## config.mk

```make
export PLATFORM = sky130hd
export DESIGN_NAME = life_row_seeder
export DESIGN_NICKNAME = d
export VERILOG_FILES = /design/src/rtl/life_row_seeder.sv
export SDC_FILE = /design/constraint.sdc
export NUM_CORES = 1
export LEC_CHECK = 0
export ABC_AREA = 1
export ABC_CLOCK_PERIOD_IN_PS = 2550
export CAP_MARGIN = 20
export CORE_MARGIN = 2
export CORE_UTILIZATION = 57
export CTS_CLUSTER_DIAMETER = 50
export DETAILED_ROUTE_END_ITERATION = 12
export DONT_BUFFER_PORTS = 1
export MAX_ROUTING_LAYER = met4
export PLACE_DENSITY_LB_ADDON = 0.2
export SYNTH_ARGS = -nofsm -noshare
export SYNTH_HDL_FRONTEND = slang
export SYNTH_SLANG_ARGS = --single-unit
```

## constraint.sdc

```tcl
create_clock -name clk -period 2.55 [get_ports clk]
set_clock_uncertainty 0.15 [all_clocks]
set_input_delay 0.51 -clock clk [delete_from_list [all_inputs] [get_ports clk]]
set_output_delay 0.51 -clock clk [all_outputs]
set_load 0.1 [all_outputs]
```

## src/rtl/life_row_seeder.sv

```systemverilog
// life_row_seeder: builds an N-bit cell row holding exactly K live cells.
// A 16-bit Fibonacci LFSR picks candidate cells one bit per clock. Once the
// remaining quota equals the remaining slots, every later cell is forced live,
// so the row always ends with min(K, N) ones.
module life_row_seeder #(
  parameter int          VECTOR_LENGTH = 8,
  parameter logic [15:0] LFSR_RESET    = 16'hACE1
) (
  input  logic                                 clk,
  input  logic                                 reset,
  input  logic                                 start,
  input  logic [$clog2(VECTOR_LENGTH+1)-1:0]   ones_req,
  input  logic [15:0]                          seed,
  output logic                                 busy,
  output logic                                 done,
  output logic [VECTOR_LENGTH-1:0]             vector_out,
  output logic [$clog2(VECTOR_LENGTH+1)-1:0]   count_out
);

  localparam int CW = $clog2(VECTOR_LENGTH + 1);
  localparam logic [CW-1:0] N_VAL    = CW'(VECTOR_LENGTH);
  localparam logic [CW-1:0] LAST_IDX = CW'(VECTOR_LENGTH - 1);

  typedef enum logic {IDLE, FILL} state_t;

  state_t                   state_reg;
  logic [CW-1:0]            idx_reg;
  logic [CW-1:0]            rem_reg;
  logic [CW-1:0]            placed_reg;
  logic [VECTOR_LENGTH-1:0] work_reg;
  logic [15:0]              lfsr_reg;

  logic [CW-1:0]            slots;
  logic                     set_bit;
  logic [CW-1:0]            clamped_req;
  logic [15:0]              seed_eff;
  logic [15:0]              lfsr_next;
  logic [CW-1:0]            rem_next;
  logic [CW-1:0]            placed_next;
  logic [VECTOR_LENGTH-1:0] work_next;

  // Per-cell decision for the current fill position, plus the load-time values.
  always_comb begin
    slots       = N_VAL - idx_reg;
    // Forced set when quota equals the remaining slots; otherwise the LFSR
    // value before the advance decides, as long as quota remains.
    set_bit     = (rem_reg == slots) || ((rem_reg != '0) && lfsr_reg[0]);
    rem_next    = rem_reg - CW'(set_bit);
    placed_next = placed_reg + CW'(set_bit);
    lfsr_next   = {lfsr_reg[14:0], lfsr_reg[15] ^ lfsr_reg[13] ^ lfsr_reg[12] ^ lfsr_reg[10]};
    clamped_req = (ones_req > N_VAL) ? N_VAL : ones_req;
    // A zero seed would lock the LFSR at zero, so substitute the reset value.
    seed_eff    = (seed == 16'h0000) ? LFSR_RESET : seed;
  end

  // Only the cell addressed by idx takes the new decision; the others hold.
  generate
    for (genvar gi = 0; gi < VECTOR_LENGTH; gi++) begin : g_cell
      assign work_next[gi] = (idx_reg == CW'(gi)) ? set_bit : work_reg[gi];
    end
  endgenerate

  // Control FSM with registered handshake and result outputs.
  always_ff @(posedge clk) begin
    if (reset) begin
      state_reg  <= IDLE;
      idx_reg    <= '0;
      rem_reg    <= '0;
      placed_reg <= '0;
      work_reg   <= '0;
      lfsr_reg   <= LFSR_RESET;
      busy       <= 1'b0;
      done       <= 1'b0;
      vector_out <= '0;
      count_out  <= '0;
    end else begin
      done <= 1'b0;
      case (state_reg)
        IDLE: begin
          if (start) begin
            state_reg  <= FILL;
            busy       <= 1'b1;
            idx_reg    <= '0;
            work_reg   <= '0;
            placed_reg <= '0;
            rem_reg    <= clamped_req;
            lfsr_reg   <= seed_eff;
          end
        end
        FILL: begin
          work_reg   <= work_next;
          rem_reg    <= rem_next;
          placed_reg <= placed_next;
          lfsr_reg   <= lfsr_next;
          if (idx_reg == LAST_IDX) begin
            // Publish the completed row only; partial rows stay hidden.
            vector_out <= work_next;
            count_out  <= placed_next;
            done       <= 1'b1;
            busy       <= 1'b0;
            state_reg  <= IDLE;
          end else begin
            idx_reg <= idx_reg + 1'b1;
          end
        end
        default: begin
          state_reg <= IDLE;
          busy      <= 1'b0;
        end
      endcase
    end
  end

endmodule
```

==> results of run 1 <==
[layer usage]
layer	up-vias	part of all wire	global-route usage
met4	0	0.0095	0.0692
met5	-	0	-
li1	1143	-	-
met2	40	0.48	0.383
met3	5	0.050	0.0506
met1	1027	0.46	0.341
[area by class of cell]
class                           count  area (um^2)  share of cell area
Timing Repair Buffer               20          150              0.0528
Clock buffer                        7         76.3              0.0269
Tap cell                           52         65.1              0.0229
Clock inverter                      1         30.0              0.0106
Multi-Input combinational cell    243         1380               0.484
Sequential cell                    50         1000               0.353
Inverter                           38          143              0.0502
[logic make-up after synthesis]
group,count (synthesis),synth area share
adder cells (fa/ha/maj),8,0.0385
AO/OA/AOI/OAI,40,0.105
flip-flops,50,0.385
AND/OR/NAND/NOR,187,0.353
XOR/XNOR,8,0.0270
buffers and inverters,52,0.0910
[power by group through the flow]
stage          registers (mW)  clock network, mW  logic (mW)
2_1_floorplan           0.872                  0       0.296
3_3_place_gp            0.870                  0       0.347
3_5_place_dp            0.871                  0       0.351
4_1_cts                 0.854              0.555       0.353
5_1_grt                 0.860              0.596       0.408
6_report                0.854              0.543       0.359
[path summary, 6_finish.rpt]
path / endpoint / cells past startpoint / from / slack (ns)
worst min-delay path: work_reg[1] / 1 / reset / 0.12
worst max-delay path: rem_reg[1] / 14 / idx_reg[1] / 0.16
worst min register to register: count_out[2] / 2 / count_out[2] / 0.31
worst max register to register: rem_reg[1] / 14 / idx_reg[1] / 0.16
[placed cells by master (no fill, tap or decap)]
cell and instances:
nand2_1 98, dfxtp_1 49, inv_1 31, nand3_1 30
buf_4 20, nor2_1 19, nand3_2 14, a21oi_1 13
or2_2 9, inv_2 7, a221oi_1 7, a21oi_2 7
ha_1 7, xnor2_1 5, clkbuf_8 5, nor2_2 4
nor4_1 4, nand4_1 3, xor2_1 3, o21ai_0 3
a22oi_1 3, nand2_2 2, a31oi_1 2, o22ai_1 2
clkbuf_1 2, nor2_4 1, and2_4 1, nand2_4 1
nand2_8 1, o211ai_1 1, o221ai_1 1, o31ai_1 1
ha_4 1, bufinv_16 1, dfxtp_2 1
[metrics by stage]
step           utilization  area (um^2)
2_1_floorplan            -         2600
3_3_place_gp         0.621         2720
3_5_place_dp         0.621         2720
4_1_cts              0.645         2830
5_1_grt              0.648         2840
6_report             0.648         2840
[repair_timing]
item                                    CTS  global route
gates resized for setup                   0             2
buffers inserted                          0             0
endpoints found under the setup margin    0             4
endpoints found under the hold margin     0             0
==> out/qor.csv, run 1 <==
metric,value,unit
status,"complete, no violations",
Async SR Flop Fraction,0,
worst skew pair latency,0.29,ns
Max Buffers Root-to-Sink,2,
Seq pwr share,0.486,
synth top area cells,"dfxtp_1 (39%), nand2_1 (14%), nand3_1 (5.8%)",
CP bufs+invs,2,
area fraction of the dominant cell type after synthesis,0.385,
placed cells,403,
num rows,24,
total congestion overflow,0,
"Net Count, Synth",376,
NumNets Final,389,
Post-Place Worst Slack,0.137,ns
cell internal pwr,1.25,mW
H-tree depth,2,
Layout area overhead,9.39,%
Post-Syn Area,2600,um^2
MaxCap Viol Count,0,
die area,5110,um^2
"Largest delay share family, worst path",simple AND/OR/NAND/NOR gates,
"Warnings, synthesis",0,
DRT Wirelength,5.56,mm
CP peak stage delay,0.39,ns
Peak VDD IR,437,uV
number of port buffers,0,
Die Ht,71.5,um
min cycle time layout,2.39,ns
critical path's slowest cell,dfxtp_2,
RSZ-0062 raised after global routing,no,
Syn Inst Count,345,
hold_buf cts,0,
Post-synth EDFFs,0,
Final Power,1.76,mW
Startpoint Class,flip-flop,
Final period util,0.935,
worst hold-check path type,in2reg,
chip width,71.5,um
"antenna viol nets, final",0,
largest net degree at the start of global routing,29,
data required time at the worst endpoint,2.62,ns
"Cell Chain, Critical Path",inv_2 > ha_4 > inv_1 > nand2_1 > nand2_1 > nand2_1 > nand2_1 > nor2_4 > nand2_4 > nand2_2 > ha_1 > ha_1 > or2_2 > a31oi_1,
Fin Setup TNS,0,ns
Commonest cells post-synth,"nand2_1 (98), dfxtp_1 (50), inv_1 (31), nand3_1 (30), nor2_1 (20)",
CP Data Arrival Time,2.46,ns
Gate power share,0.205,
P_sw,0.503,mW
Final Instance Count excl. Fillers,411,
post-synthesis area per instance,7.53,um^2
GRT Total Usage,0.251,
clock power share,0.309,
post-DP HPWL,3.99,mm
Vias,2215,
CTS Buf Count,5,
final hold violations,0,
vias in the first global route,2199,
Critical Path Sink Type,flip-flop,
average wire per standard cell,13.5,um
clock-pin transition on the worst setup and hold timing paths,0.09,ns
diode count,0,
CTS root buf,clkbuf_8,
post-synthesis sequential area ratio,0.385,
Switching Fraction,0.286,
most numerous cell in the Yosys netlist,nand2_1,
worst slew pin tran,0.583,ns
Max Clock Freq,0.419,GHz
"Slew Viols, Final",0,
#FFs+latches synth,50,
first-pass GRT wire length,9.97,mm
Synth area leader,dfxtp_1,
Final GP Congestion,0.838,
core area,4380,um^2
power per cell area,618,nW/um^2
Initial Utilization,0.592,
Worst path most repeated cell,nand2_1,
I/O pin count,37,
initial antenna violation count,0,
Rel. slew slack,0.611,
worst hold slack,0.117,ns
Final setup viols,0,
Main synth FF type,dfxtp_1,
initial DRC count,118,
Leakage,1.32,nW
Netlist cell types,34,
CTS tree,built,
largest fanout on the critical path,8,
Fill cells,384,
CP Class,reg2reg,
Clock Sinks,50,
DR vias/cell,5.39,
share of cells above drive strength 1,0.209,
Detailed Routing Iterations Pass 1,4,
final setup margin,0.165,ns
drt drc,0,
max reg flops,16,
Note: power is estimated with default switching activity, not from simulation.
==> run 2, diff against run 1 <==
--- a/config.mk
+++ b/config.mk
@@ -14,7 +14,7 @@
 export DETAILED_ROUTE_END_ITERATION = 12
 export DONT_BUFFER_PORTS = 1
 export MAX_ROUTING_LAYER = met4
-export PLACE_DENSITY_LB_ADDON = 0.2
+export PLACE_DENSITY = 0.86
 export SYNTH_ARGS = -nofsm -noshare
 export SYNTH_HDL_FRONTEND = slang
 export SYNTH_SLANG_ARGS = --single-unit
==> out/qor.csv, run 2 (same netlist as run 1, synthesis figures left out) <==
metric,value,unit
status,"complete, no violations",
"antenna viol nets, final",0,
core area,4380,um^2
DR vias/cell,5.58,
GRT Total Usage,0.237,
"most common cell after layout, fill and taps aside",nand2_1,
H-tree depth,2,
num rows,24,
worst skew pair latency,0.30,ns
initial DRC count,127,
max reg flops,16,
Max Clock Freq,0.419,GHz
CP Data Arrival Time,2.47,ns
die area,5110,um^2
min cycle time layout,2.38,ns
largest fanout on the critical path,4,
Rel. slew slack,0.515,
Peak VDD IR,524,uV
I/O pin count,37,
initial antenna violation count,0,
drt drc,0,
"commonest non-fill, non-tap cells in the layout","nand2_1 (98), dfxtp_1 (49), inv_1 (31), nand3_1 (30), buf_4 (20)",
CP Class,reg2reg,
total congestion overflow,0,
data required time at the worst endpoint,2.64,ns
Final period util,0.935,
Initial Utilization,0.592,
Die Ht,71.5,um
first-pass GRT wire length,9.42,mm
worst hold-check path type,in2reg,
clock-pin transition on the worst setup and hold timing paths,0.09,ns
CTS tree,built,
share of cells above drive strength 1,0.212,
CTS Buf Count,5,
RSZ-0062 raised after global routing,no,
number of port buffers,0,
Layout area overhead,10.3,%
worst slew pin tran,0.727,ns
average wire per standard cell,13.8,um
Fin Setup TNS,0,ns
largest net degree at the start of global routing,29,
diode count,0,
Vias,2295,
Critical Path Sink Type,flip-flop,
"Slew Viols, Final",0,
Max Buffers Root-to-Sink,2,
chip width,71.5,um
NumNets Final,389,
post-DP HPWL,4.04,mm
hold_buf cts,0,
power per cell area,664,nW/um^2
final hold violations,0,
worst hold slack,0.106,ns
MaxCap Viol Count,0,
vias in the first global route,2169,
Final setup viols,0,
Detailed Routing Iterations Pass 1,4,
Leakage,1.34,nW
Startpoint Class,flip-flop,
DRT Wirelength,5.69,mm
Clock Sinks,50,
Final GP Congestion,0.903,
CTS root buf,clkbuf_8,
## run 2: timing repair
item / CTS / global route
setup buffers: 0 / 1
setup endpoints to repair: 0 / 3
gates resized for setup: 0 / 1
## run 2: critical path: stages (launching register included)
cell and delay, ns:
dfxtp_1 0.35, inv_1 0.08, ha_1 0.33, xnor2_1 0.15, nand2_1 0.11, nor2_4 0.15
nand2_4 0.07, nand2_2 0.08, ha_1 0.17, ha_1 0.22, or2_2 0.29, a31oi_1 0.16
## run 2: area by class of cell
type / instances / area [um^2]
fill: 372 / 1520
clock inverter: 2 / 60.1
tap: 52 / 65.1
sequential: 50 / 1000
timing repair buffer: 20 / 150
multi-input combinational: 243 / 1360
inverter: 38 / 143
clock buffer: 6 / 82.6
## run 2: final timing paths
path	startpoint	to	slack [ns]	cells past startpoint
max reg2reg	idx_reg[0]	rem_reg[1]	0.17	11
max	idx_reg[0]	rem_reg[1]	0.17	11
min	reset	work_reg[6]	0.11	1
min reg2reg	work_reg[2]	work_reg[2]	0.32	2
## run 2: metal layers
| layer | part of all wire | vias up | GRT usage |
|---|---|---|---|
| met2 | 0.50 | 58 | 0.393 |
| li1 | - | 1143 | - |
| met5 | 0 | - | - |
| met3 | 0.049 | 13 | 0.0520 |
| met4 | 0.019 | 0 | 0.0776 |
| met1 | 0.43 | 1081 | 0.286 |
## run 2: power by group
part | switching, mW | leakage, nW | internal [mW]
Clock | 0.264 | 0.0714 | 0.418
Sequential | 0.0332 | 0.409 | 0.821
Combinational | 0.226 | 0.855 | 0.140
Total | 0.523 | 1.34 | 1.38
## run 2: metrics by stage
step | worst slack, ns | cell area, um^2 | cells | power (mW) | util
2_1_floorplan | 0.174 | 2600 | 345 | 1.17 | -
3_3_place_gp | 0.209 | 2710 | 402 | 1.21 | 0.619
3_5_place_dp | 0.0911 | 2710 | 402 | 1.23 | 0.619
4_1_cts | 0.0597 | 2860 | 410 | 1.90 | 0.652
5_1_grt | 0.0770 | 2870 | 411 | 1.98 | 0.654
6_report | 0.166 | 2870 | 411 | 1.90 | 0.654
